===== src/rtl/lcd_timing_gen.sv =====
// rtl/lcd_timing_gen.sv - parametrised LCD panel timing generator (counters, panel strobes, pixel enable)
module lcd_timing_gen #(
    parameter int H_BITS   = 9,
    parameter int V_BITS   = 8,
    parameter int H_TOTAL  = 456,
    parameter int H_START  = 80,
    parameter int H_ACTIVE = 160,
    parameter int V_TOTAL  = 154,
    parameter int V_ACTIVE = 144,
    parameter int ST_WIDTH = 1,
    parameter int FR_MODE  = 0,
    parameter int FR_LINES = 13
) (
    input  logic              clk2,
    input  logic              reset_video,
    input  logic              lcd_en,
    input  logic              div_cpl,
    input  logic              div_fr,
    input  logic              pix_stall,
    output logic [H_BITS-1:0] hcnt,
    output logic [V_BITS-1:0] vcnt,
    output logic              pix_ce,
    output logic              line_start,
    output logic              frame_start,
    output logic              overrun,
    output logic              pin_cpl,
    output logic              pin_fr,
    output logic              pin_st,
    output logic              pin_s
);
    localparam int PX_W = $clog2(H_ACTIVE + 1);
    localparam int ST_W = $clog2(ST_WIDTH + 1);
    localparam int FL_W = $clog2(FR_LINES + 1);

    typedef enum logic [1:0] {S_IDLE, S_FETCH, S_PIXELS, S_BLANK} state_t;

    state_t            r_state, w_state_n;
    logic [H_BITS-1:0] r_hcnt, w_hcnt_n;
    logic [V_BITS-1:0] r_vcnt, w_vcnt_n;
    logic [PX_W-1:0]   r_px, w_px_n;
    logic [ST_W-1:0]   r_st_left, w_st_left_n;
    logic [FL_W-1:0]   r_frcnt, w_frcnt_n;
    logic              r_pix_ce, w_pix_ce_n;
    logic              r_line_start, w_line_start_n;
    logic              r_frame_start, w_frame_start_n;
    logic              r_overrun, w_overrun_n;
    logic              r_pin_cpl, w_pin_cpl_n;
    logic              r_pin_fr, w_pin_fr_n;
    logic              r_pin_st, w_pin_st_n;
    logic              r_pin_s, w_pin_s_n;
    logic              w_line_end, w_frame_end, w_last_px, w_enabled_n;

    always_comb begin
        w_line_end  = (r_hcnt == H_BITS'(H_TOTAL - 1));
        w_frame_end = w_line_end && (r_vcnt == V_BITS'(V_TOTAL - 1));
        w_last_px   = r_pix_ce && (r_px == PX_W'(H_ACTIVE - 1));

        w_state_n   = r_state;
        w_hcnt_n    = r_hcnt;
        w_vcnt_n    = r_vcnt;
        w_px_n      = r_px;
        w_overrun_n = r_overrun;
        w_pin_fr_n  = r_pin_fr;
        w_frcnt_n   = r_frcnt;

        if (!lcd_en) begin
            w_state_n   = S_IDLE;
            w_hcnt_n    = '0;
            w_vcnt_n    = '0;
            w_px_n      = '0;
            w_overrun_n = 1'b0;
            w_frcnt_n   = '0;
            w_pin_fr_n  = div_fr;
        end else if (r_state == S_IDLE) begin
            w_state_n  = S_FETCH;
            w_hcnt_n   = '0;
            w_vcnt_n   = '0;
            w_px_n     = '0;
            w_frcnt_n  = '0;
            w_pin_fr_n = 1'b0;
        end else if (w_line_end) begin
            w_hcnt_n  = '0;
            w_vcnt_n  = w_frame_end ? '0 : r_vcnt + V_BITS'(1);
            w_px_n    = '0;
            w_state_n = (w_vcnt_n < V_BITS'(V_ACTIVE)) ? S_FETCH : S_BLANK;
            // A final pixel landing on the last clock still completes the line.
            if (r_state == S_PIXELS && !w_last_px) begin
                w_overrun_n = 1'b1;
            end
            if (FR_MODE == 0) begin
                if (w_frame_end) begin
                    w_pin_fr_n = !r_pin_fr;
                end
            end else if (w_frame_end) begin
                w_frcnt_n = '0;
            end else if (r_frcnt == FL_W'(FR_LINES - 1)) begin
                w_frcnt_n  = '0;
                w_pin_fr_n = !r_pin_fr;
            end else begin
                w_frcnt_n = r_frcnt + FL_W'(1);
            end
        end else begin
            w_hcnt_n = r_hcnt + H_BITS'(1);
            case (r_state)
                S_FETCH: begin
                    if (r_hcnt == H_BITS'(H_START - 1)) begin
                        w_state_n = S_PIXELS;
                    end
                end
                S_PIXELS: begin
                    if (w_last_px) begin
                        w_state_n = S_BLANK;
                        w_px_n    = '0;
                    end else if (r_pix_ce) begin
                        w_px_n = r_px + PX_W'(1);
                    end
                end
                default: ;
            endcase
        end

        w_enabled_n     = (w_state_n != S_IDLE);
        w_pix_ce_n      = (w_state_n == S_PIXELS) && !pix_stall;
        w_line_start_n  = w_enabled_n && (w_hcnt_n == '0);
        w_frame_start_n = w_line_start_n && (w_vcnt_n == '0);
        w_pin_s_n       = w_enabled_n && (w_vcnt_n == '0);
        w_pin_cpl_n     = w_enabled_n ? (w_hcnt_n == '0) : div_cpl;

        // The ST window is a free-running countdown so stalls cannot stretch it.
        w_pin_st_n  = 1'b0;
        w_st_left_n = '0;
        if (w_enabled_n) begin
            if (w_pix_ce_n && w_px_n == '0) begin
                w_pin_st_n  = 1'b1;
                w_st_left_n = ST_W'(ST_WIDTH - 1);
            end else if (r_st_left != '0) begin
                w_pin_st_n  = 1'b1;
                w_st_left_n = r_st_left - ST_W'(1);
            end
        end
    end

    always_ff @(posedge clk2) begin
        if (reset_video) begin
            r_state       <= S_IDLE;
            r_hcnt        <= '0;
            r_vcnt        <= '0;
            r_px          <= '0;
            r_st_left     <= '0;
            r_frcnt       <= '0;
            r_pix_ce      <= 1'b0;
            r_line_start  <= 1'b0;
            r_frame_start <= 1'b0;
            r_overrun     <= 1'b0;
            r_pin_cpl     <= 1'b0;
            r_pin_fr      <= 1'b0;
            r_pin_st      <= 1'b0;
            r_pin_s       <= 1'b0;
        end else begin
            r_state       <= w_state_n;
            r_hcnt        <= w_hcnt_n;
            r_vcnt        <= w_vcnt_n;
            r_px          <= w_px_n;
            r_st_left     <= w_st_left_n;
            r_frcnt       <= w_frcnt_n;
            r_pix_ce      <= w_pix_ce_n;
            r_line_start  <= w_line_start_n;
            r_frame_start <= w_frame_start_n;
            r_overrun     <= w_overrun_n;
            r_pin_cpl     <= w_pin_cpl_n;
            r_pin_fr      <= w_pin_fr_n;
            r_pin_st      <= w_pin_st_n;
            r_pin_s       <= w_pin_s_n;
        end
    end

    assign hcnt        = r_hcnt;
    assign vcnt        = r_vcnt;
    assign pix_ce      = r_pix_ce;
    assign line_start  = r_line_start;
    assign frame_start = r_frame_start;
    assign overrun     = r_overrun;
    assign pin_cpl     = r_pin_cpl;
    assign pin_fr      = r_pin_fr;
    assign pin_st      = r_pin_st;
    assign pin_s       = r_pin_s;
endmodule


===== config.mk =====
export PLATFORM = sky130hd
export DESIGN_NAME = lcd_timing_gen
export DESIGN_NICKNAME = d
export VERILOG_FILES = /design/src/rtl/lcd_timing_gen.sv
export SDC_FILE = /design/constraint.sdc
export NUM_CORES = 1
export LEC_CHECK = 0
export BUFFER_PORTS_ARGS = -buffer_cell sky130_fd_sc_hd__buf_2
export CORE_MARGIN = 2
export CORE_UTILIZATION = 44
export DETAILED_ROUTE_END_ITERATION = 7
export PLACE_DENSITY = 0.64
export SETUP_SLACK_MARGIN = 0.2
export SYNTH_ARGS = -nofsm -noshare
export SYNTH_HDL_FRONTEND = slang
export SYNTH_SLANG_ARGS = --single-unit
export TNS_END_PERCENT = 100

===== constraint.sdc =====
create_clock -name clk2 -period 2.1 [get_ports clk2]
set_input_delay 0.21 -clock clk2 [delete_from_list [all_inputs] [get_ports clk2]]
set_output_delay 0.21 -clock clk2 [all_outputs]
set_load 0.01 [all_outputs]

==> flow_summary.toml <==
[place]
port_buffers = 30
place.gp.congestion = 0.869
hpwlAfterDp_um = 3570

[floorplanning]
die_width_um = 72.7
core_um2 = 4440
start_util_pct = 46.7
fp.dieH_um = 72.7
die_area_um2 = 5280
ioPinCount = 31
std_cell_rows = 24

[worst_setup_path]
worstPathArrival_ns = 2.24
required_ns = 2.34
critPathKind = "flop to flop"
cp-end-kind = "flop"
start_kind = "flop"
crit_fanout = 7

[cts]
cts_root_buf = "clkbuf_8"
clk_path_buf_depth = 2
path_clk_slew_ns = 0.07
postCtsHoldBufs = 0
cts_tree = "done"
h-tree-depth = 2
clock_sinks = 36
cts_buffers = 5
clock_latency_ns = 0.29

[grt]
grt_overflow = 0
grt_first_pass_wirelength_um = 8540
grt_antenna_before_repair = 0
gr-usage-all-layers_pct = 20.7
grt_max_degree = 11
grt_pass1_vias = 1918

[synth]
synthesis.area_um2 = 2080
avgSynthCellArea_um2 = 8.17
netlist_top_cells_area = "dfxtp_1 (35%), nor2_1 (8.3%), xnor2_1 (6.8%)"
ys_ff_latch = 36
yosysSeqAreaShare_pct = 34.7
synth.distinct_cells = 53
synth_cells = 254
synth_edf_count = 0
ys_async_sr_fraction_pct = 0
synth_top_area_share_pct = 34.7
ys_warn_count = 0
yosysTopAreaCell = "dfxtp_1"
synthFlopType = "dfxtp_1"
syn_nets = 268

[power_and_ir_drop]
power_density_nw_per_um2 = 428
pwr-share-comb_pct = 6.2
internal_power_mw = 0.988
p_switching_mw = 0.281
seq_power_share_pct = 54.4
peakVddDrop_mv = 0.351
p_leak_nw = 1.11
power_frac_clock_pct = 39.4
p_sw_share_pct = 22.2

[finish]
layout_commonest_cell = "nor2_1"
fin_util_pct = 66.7
nets = 329
antennaDiodeCount = 0
area_growth_pct = 42.8
drive_above_1_share_pct = 40.5
final_cell_mix = "nor2_1 (45), buf_2 (31), buf_4 (30)"

[route]
post-route-drc-count = 0
post_drt_wl_per_cell_um = 15.4
drt-vias-per-instance = 5.56
first_pass_iters = 4
vias = 2047
drt_iter0_drc = 188
wl_um = 5660
ant_nets = 0

[sta]
fin_tns_setup_ns = 0
period_share_pct = 95.6
fin_skew_ns = 0.00699
finalSetupViolCount = 0
finalHoldViolCount = 0
rsz0062_at_grt = "yes"
finalCriticalPeriod_ns = 2.01
slew_violations = 0
timing.fmax_ghz = 0.498

[run_status]
status = "finished, final reports clean"

[flow_run]
max_cap_viol_count = 0

[worst_hold_path]
hp-class = "input pin to flop"
## power by group through the flow
stage | logic [mW] | registers, mW | clock network, mW
2_1_floorplan | 0.0298 | 0.713 | 0
3_3_place_gp | 0.0615 | 0.710 | 0
3_5_place_dp | 0.0610 | 0.710 | 0
4_1_cts | 0.0696 | 0.692 | 0.515
5_1_grt | 0.0852 | 0.691 | 0.542
6_report | 0.0785 | 0.691 | 0.500
## cells in the mapped netlist, drive strengths merged, types with 3 or more instances
library cell / instances
or3: 5
nand3: 11
buf: 6
ha: 8
a21oi: 8
nor3: 16
dfxtp: 36
nand4: 4
nor2: 46
and2: 3
xor2: 10
inv: 11
xnor2: 16
a31oi: 3
o21ai: 10
o31ai: 3
nand2: 20
nor4: 3
clkbuf: 4
## state kept, by name (all words and copies together) (netlist names)
signal and cells:
r_st_left 1, vcnt 8, overrun 1, pin_cpl 1, frame_start 1, pin_fr 1, pin_st 1, pix_ce 1
line_start 1, r_state 2, pin_s 1, r_px 8, hcnt 9
## cell families (layout without fill, tap and decap cells)
| group | count (synthesis) | after routing | synth area share [%] |
|---|---|---|---|
| buffers and inverters | 21 | 83 | 4.52 |
| adders and majority gates | 8 | 8 | 4.82 |
| xor gates and xnor gates | 26 | 26 | 11.0 |
| DFF | 36 | 36 | 34.7 |
| muxes | 2 | 2 | 0.964 |
| and+or+nand+nor | 119 | 119 | 29.5 |
| other | 1 | 1 | 0.181 |
| AOI/OAI and AO/OA | 41 | 41 | 14.3 |
## layer usage
| metal | global-route usage, % | vias up | routed length, µm |
|---|---|---|---|
| met1 | 26.5 | 954 | 2550 |
| met3 | 4.42 | 19 | 259 |
| met4 | 10.9 | 0 | 148 |
| li1 | - | 1009 | - |
| met5 | 0 | - | 0 |
| met2 | 32.6 | 65 | 2690 |
## repair_timing
item                       4_1_cts  5_1_grt
pin swaps                        5       11
cloned                           1        0
resized for setup               23       36
setup endpoints to repair        6       12
buffers inserted                10        4
## worst paths after layout
path,to,slack (ns),startpoint,cells past startpoint
max,pin_st,0.09,hcnt[0],9
min,pix_ce,0.12,pix_stall,2
max reg2reg,pin_st,0.09,hcnt[0],9
min reg2reg,hcnt[0],0.55,hcnt[0],2
## critical path, stage by stage, from the launching register on
cell,delay (ns)
dfxtp_4,0.36
ha_4,0.15
nand4b_4,0.10
or3_4,0.36
buf_8,0.15
nand2_1,0.19
buf_4,0.16
nor3_1,0.04
nor3_1,0.21
o221a_2,0.23
## through the flow
step                setup slack (ns)  hold WS, ns  area (µm²)  power [mW]  cells
floorplan                      0.194        0.282        2170       0.743    254
global placement              0.0625        0.413        2450       0.771    345
detailed placement            0.0872        0.417        2450       0.771    345
CTS                            0.176        0.107        2750        1.28    364
global route                  0.0264        0.108        2960        1.32    368
finish                        0.0929        0.117        2960        1.27    368
## layout make-up
cell class | count | area (µm²)
multi-input cells | 197 | 1600
fillers | 348 | 1480
flip-flops and latches | 36 | 746
repair buffers | 64 | 418
clock buffers | 8 | 90.1
well taps | 52 | 65.1
inverters | 11 | 41.3
Power figures use the tool's default switching activity.
